$ cat src/rtl/sobel_kernel.sv
// 3x3 Sobel gradient kernel: column-shift window, weighted row/column sums,
// then signed differences; 3-edge latency from window-valid capture to output.
module sobel_kernel #(
  parameter int PIXEL_WIDTH = 8,
  parameter int SOBEL_WIDTH = 11
) (
  input  logic                          clk,
  input  logic                          rst,
  input  logic                          win_valid,
  input  logic                          line_start,
  input  logic [PIXEL_WIDTH-1:0]        row_top,
  input  logic [PIXEL_WIDTH-1:0]        row_mid,
  input  logic [PIXEL_WIDTH-1:0]        row_bot,
  output logic                          sobel_valid,
  output logic signed [SOBEL_WIDTH-1:0] gx_out,
  output logic signed [SOBEL_WIDTH-1:0] gy_out
);
  localparam int SW     = PIXEL_WIDTH + 2;
  localparam int STAGES = 3;

  // Index 0 = left column, 1 = mid, 2 = right.
  logic [2:0][PIXEL_WIDTH-1:0] r_top, r_mid, r_bot;
  logic [1:0]                  r_cnt, w_cnt_nxt;
  logic                        w_win_ok;
  logic [STAGES-1:0]           r_vld_pipe;
  logic [SW-1:0]               r_sum_l, r_sum_r, r_sum_t, r_sum_b;
  logic signed [SOBEL_WIDTH-1:0] r_gx, r_gy;

  function automatic logic [SW-1:0] wsum(input logic [PIXEL_WIDTH-1:0] a,
                                         input logic [PIXEL_WIDTH-1:0] b,
                                         input logic [PIXEL_WIDTH-1:0] c);
    return SW'(a) + (SW'(b) << 1) + SW'(c);
  endfunction

  always_comb begin
    w_cnt_nxt = r_cnt;
    if (win_valid) begin
      if (line_start)         w_cnt_nxt = 2'd1;
      else if (r_cnt != 2'd3) w_cnt_nxt = r_cnt + 2'd1;
    end
    w_win_ok = win_valid && (w_cnt_nxt == 2'd3);
  end

  always_ff @(posedge clk or posedge rst) begin
    if (rst) begin
      r_top <= '0;
      r_mid <= '0;
      r_bot <= '0;
      r_cnt <= '0;
    end else begin
      r_cnt <= w_cnt_nxt;
      if (win_valid) begin
        r_top <= {row_top, r_top[2], r_top[1]};
        r_mid <= {row_mid, r_mid[2], r_mid[1]};
        r_bot <= {row_bot, r_bot[2], r_bot[1]};
      end
    end
  end

  // Data stages run every cycle; only the valid shift register decides what is shown.
  always_ff @(posedge clk or posedge rst) begin
    if (rst) begin
      r_vld_pipe  <= '0;
      r_sum_l     <= '0;
      r_sum_r     <= '0;
      r_sum_t     <= '0;
      r_sum_b     <= '0;
      r_gx        <= '0;
      r_gy        <= '0;
      sobel_valid <= 1'b0;
      gx_out      <= '0;
      gy_out      <= '0;
    end else begin
      r_vld_pipe  <= {r_vld_pipe[STAGES-2:0], w_win_ok};
      r_sum_l     <= wsum(r_top[0], r_mid[0], r_bot[0]);
      r_sum_r     <= wsum(r_top[2], r_mid[2], r_bot[2]);
      r_sum_t     <= wsum(r_top[0], r_top[1], r_top[2]);
      r_sum_b     <= wsum(r_bot[0], r_bot[1], r_bot[2]);
      r_gx        <= SOBEL_WIDTH'(r_sum_r) - SOBEL_WIDTH'(r_sum_l);
      r_gy        <= SOBEL_WIDTH'(r_sum_b) - SOBEL_WIDTH'(r_sum_t);
      sobel_valid <= r_vld_pipe[STAGES-1];
      gx_out      <= r_vld_pipe[STAGES-1] ? r_gx : '0;
      gy_out      <= r_vld_pipe[STAGES-1] ? r_gy : '0;
    end
  end
endmodule

$ cat config.mk
export PLATFORM = sky130hd
export DESIGN_NAME = sobel_kernel
export DESIGN_NICKNAME = d
export VERILOG_FILES = /design/src/rtl/sobel_kernel.sv
export SDC_FILE = /design/constraint.sdc
export NUM_CORES = 1
export LEC_CHECK = 0
export ABC_AREA = 1
export BUFFER_PORTS_ARGS = -buffer_cell sky130_fd_sc_hd__clkbuf_2
export CORE_MARGIN = 8
export CORE_UTILIZATION = 35
export CTS_CLUSTER_DIAMETER = 60
export DETAILED_ROUTE_END_ITERATION = 6
export GPL_TIMING_DRIVEN = 0
export HOLD_SLACK_MARGIN = 0.1
export PLACE_DENSITY = 0.64
export SLEW_MARGIN = 30
export SYNTH_ARGS = -nofsm -noshare
export SYNTH_HDL_FRONTEND = slang
export SYNTH_SLANG_ARGS = --single-unit
$ cat constraint.sdc
create_clock -name clk -period 4.8 [get_ports clk]
set_input_delay 0.48 -clock clk [delete_from_list [all_inputs] [get_ports clk]]
set_output_delay 0.48 -clock clk [all_outputs]
set_load 0.02 [all_outputs]
---- Word level (Yosys, flattened, before mapping) ----
Index checks and enable logic that the tools add are counted.
word-level totals
  flip-flop bits (word level) ............. 162
  bits of input ports ..................... 28
  output and inout port bits .............. 23
  logic and storage cells ................. 39
operators by class
  add/sub/neg operators ................... 11
  eq/ne operators ......................... 2
  multiplexer cells ....................... 5
  reductions and logical operators ........ 1
operators with widths
  kind                                                            number
  10-bit by 8-bit adder with 10-bit output                        4
  8-bit by 9-bit adder with 10-bit output                         4
  11-bit two-way mux                                              2
  10-bit by 10-bit subtractor with 11-bit output                  2
  2-bit two-way mux                                               3
  2-bit by 1-bit adder with 2-bit output (second input constant)  1
  2-bit == test (second input constant)                           1
  2-bit != test (second input constant)                           1
  1-bit logical AND                                               1

---- Longest topological paths before layout ----
  word-level depth ........................ 6
  gate-level depth with buffers ........... 11
  mapped depth without buffers ............ 11

---- Worst setup path after synthesis ----
No wires, ideal clock.
  path kind ............................... register -> register
  start ................................... register r_top[17] (netlist name)
  end ..................................... register r_sum_r[7]
  library setup time ...................... 0.117 ns
  arrival ................................. 1.918 ns
  data required time ...................... 4.683 ns
  setup slack ............................. 2.766 ns
  cell stages (with the launch flop) ...... 9
  path buffers ............................ 0
  period minus slack after synthesis ...... 2.034 ns
  cell sequence ........................... dfrtp_1 fa_1 ha_1 inv_1 fa_1 o21ai_2 nand2_1 nand3_1 nand2_1
between the ends
  cells in the longest elaborated chain, start to end .. 2
RTL lines
  item                                      line  source
  start: declaration                        22    logic [2:0][PIXEL_WIDTH-1:0] r_top, r_mid, r_bot;
  start signal: assignment                  53    r_top <= {row_top, r_top[2], r_top[1]};
  8-bit by 9-bit adder with 10-bit output   32    return SW'(a) + (SW'(b) << 1) + SW'(c);
  10-bit by 8-bit adder with 10-bit output  32
  end signal: assignment                    76    r_sum_r <= wsum(r_top[2], r_mid[2], r_bot[2]);
  end: declaration                          26    logic [SW-1:0] r_sum_l, r_sum_r, r_sum_t, r_sum_b;
Every way passes these cells.
A chain may end at the register's enable or synchronous reset.

---- Worst setup path after layout ----
Ends and elaborated chain as after synthesis.

==> impl_metrics.yaml <==
run_status:
  status: "completed"
synthesis:
  seq_area_frac_synth: 0.497
  synth_area_leaders: "dfrtp_1 (50%), nand2_1 (15%), ha_1 (8.6%)"
  synth_area_mm2: 0.00816
  synth_edf_count: 0
  synth_cells: 885
  synth_flop_cell: "dfrtp_1"
  synth_top_area_share: 0.497
  synth_cell_type_count: 25
  synth_nets: 1003
  async_reset_ff_frac: 1.00
  synth_most_common_cell: "nand2_1"
  synth_area_leader_cell: "dfrtp_1"
  syn_area_per_cell_um2: 9.22
  ys_seq_elements: 162
  yosys-top-cells-count: "nand2_1 (336), dfrtp_1 (162), inv_1 (113), ha_1 (56), nand3_1 (44)"
  yosys_warnings: 0
clock_tree:
  htree_num_levels: 4
  cts_sinks: 162
  clkLatencyLatePin_ns: 0.43
  path_clk_slew_ns: 0.07
  clockBufferDepth: 2
  cts_setup_buffers: 0
  cts_tree: "yes"
  clockRootBuffer: "clkbuf_16"
  cts_buffers: 17
  cts_resized: 0
drt:
  wl_per_cell_um: 13.0
  antenna_left: 0
  drc: 0
  via_count: 5675
  drt_iter0_markers: 351
  drt_wl_total_mm: 16.7
  via_per_inst: 4.39
  dr.pass1.iters: 4
final_layout:
  syn_to_final_growth_pct: 17.2
  n_antenna_cell: 0
  drive_gt1_frac: 0.129
  fin_nets: 1078
setup_path:
  endpoint_kind: "flop"
  crit_required_ns: 5.12
  worst-endpoint-arrival_ns: 2.61
  crit_path_max_incr_delay_ns: 0.58
  path_class: "flop to flop"
  critPathMaxFanout: 3
  cpMaxStageDelayCell: "fa_1"
  worstSetupStartpointType: "flop"
  crit_chain: "fa_1, ha_1, inv_1, fa_1, o21ai_2, nand2_1, nand3_1, nand2_1"
timing:
  rsz0062_at_grt: "no"
  min_period_over_period: 0.477
  drv_slew: 0
  fin_crit_ns: 2.29
  skew_ns: 0.00987
  max_slew.worst_pin.slew_ns: 0.485
  hold_violations: 0
  slew_headroom: 0.676
  tns_ns: 0
  clock.fmax_ghz: 0.437
  layout_setup_ws_ns: 2.51
  finalSetupViolations: 0
die:
  placementRows: 56
  dieArea_mm2: 0.0284
  initial_utilization: 0.352
  coreArea_mm2: 0.0232
  die_h_um: 169
  die_w_um: 169
  io_pins: 51
placement:
  pre_cts_slack_ns: 2.52
  hpwl_mm: 12.9
  port-buffer-count: 49
  gp_congestion: 0.821
global_routing:
  grt_pass1_vias: 5631
  grt_max_degree: 31
  grt_pass1_wl_mm: 28.4
  track_usage: 0.126
  antenna_found_initial: 0
  grt_overflow: 0
pwr:
  powerDensity_mw_per_mm2: 558
  p_leak_nw: 5.32
  ir_worst_vdd_uv: 240
job:
  drv_cap: 0
hold_path:
  min_path_type: "primary input to flop"
## report_power, final
group / internal [mW] / switching (mW) / leakage [nW]
Combinational: 0.793 / 1.27 / 3.02
Sequential: 1.72 / 0.153 / 2.01
Clock: 0.799 / 0.595 / 0.295
## state kept, by name, indices dropped and copies added (netlist names)
signal,count
r_bot,24
r_mid,24
r_top,24
gx_out,11
gy_out,11
r_gx,11
r_gy,11
r_sum_b,10
r_sum_l,10
r_sum_r,10
r_sum_t,10
r_vld_pipe,3
r_cnt,2
sobel_valid,1
## layout by cell type, fill, tap and decap left out, types with 4 or more instances in the layout
| master | synthesis | routed |
|---|---|---|
| ha_1 | 56 | 56 |
| nand4_1 | 4 | 4 |
| inv_2 | 4 | 4 |
| o21a_1 | 4 | 4 |
| nand2_1 | 336 | 336 |
| a21oi_1 | 29 | 29 |
| clkbuf_16 | 0 | 17 |
| nor2_1 | 19 | 19 |
| buf_4 | 4 | 4 |
| fa_1 | 34 | 34 |
| xor2_1 | 18 | 18 |
| inv_8 | 0 | 4 |
| nand2_2 | 9 | 9 |
| clkbuf_2 | 0 | 49 |
| buf_12 | 0 | 4 |
| nand3_1 | 44 | 44 |
| inv_1 | 113 | 112 |
| dfrtp_1 | 162 | 162 |
| o21ai_0 | 17 | 17 |
| buf_2 | 14 | 14 |
## critical path: cells and delay by family (launching register included)
family | cells | cell delay, ns
simple gates | 3 | 0.24
fa+ha+maj | 3 | 1.20
buf+inv | 1 | 0.06
flops | 1 | 0.45
compound gates | 1 | 0.24
## logic make-up after synthesis
| logic type | Yosys count | synth area share |
|---|---|---|
| flip-flops | 162 | 0.497 |
| buffers and inverters | 135 | 0.0661 |
| XOR/XNOR | 20 | 0.0215 |
| AO/OA/AOI/OAI | 59 | 0.0406 |
| AND/OR/NAND/NOR | 419 | 0.206 |
| adder cells (fa/ha/maj) | 90 | 0.169 |
## stage by stage
step / area [um2] / hold slack, ns / power (mW) / util / cells
CTS: 9560 / 0.222 / 5.38 / 0.412 / 1292
finish: 9560 / 0.236 / 5.33 / 0.412 / 1292
global route: 9560 / 0.238 / 5.79 / 0.412 / 1292
detailed placement: 8940 / 0.342 / 3.97 / 0.386 / 1259
global placement: 8810 / 0.336 / 3.90 / 0.380 / 1253
floorplan: 8160 / 0.331 / 3.49 / - / 885
## path summary, 6_finish.rpt
path / start / to / cells after the start / slack (ns)
min reg2reg: r_vld_pipe[1] / r_vld_pipe[2] / 0 / 0.35
min: line_start / r_vld_pipe[0] / 2 / 0.24
max in group asynchronous: rst / gx_out[0] / 6 / 3.29
max reg2reg: r_top[17] / r_sum_r[7] / 8 / 2.51
min in group asynchronous: rst / r_bot[15] / 3 / 0.62
max: r_top[17] / r_sum_r[7] / 8 / 2.51
## per-layer routing
| metal | track usage | vias up | part of all wire |
|---|---|---|---|
| met5 | 0 | - | 0 |
| met2 | 0.204 | 105 | 0.48 |
| met4 | 0.0423 | 0 | 0.016 |
| li1 | - | 2879 | - |
| met3 | 0.0305 | 19 | 0.043 |
| met1 | 0.162 | 2672 | 0.46 |
## repair_timing
action / CTS / global route
setup endpoints to repair: 0 / 0
hold endpoints to repair: 14 / 0
hold buffers: 1 / 0
## area by class of cell
class                   instances  area [um2]
fillers                      2239       13600
flip-flops and latches        162        4050
multi-input cells             588        3560
inverters                     117         443
clock buffers                  18         439
well taps                     319         399
repair buffers                 56         390
clock inverters                14         169
plain buffers                  18         100
Note: power is estimated with default switching activity, not from simulation.
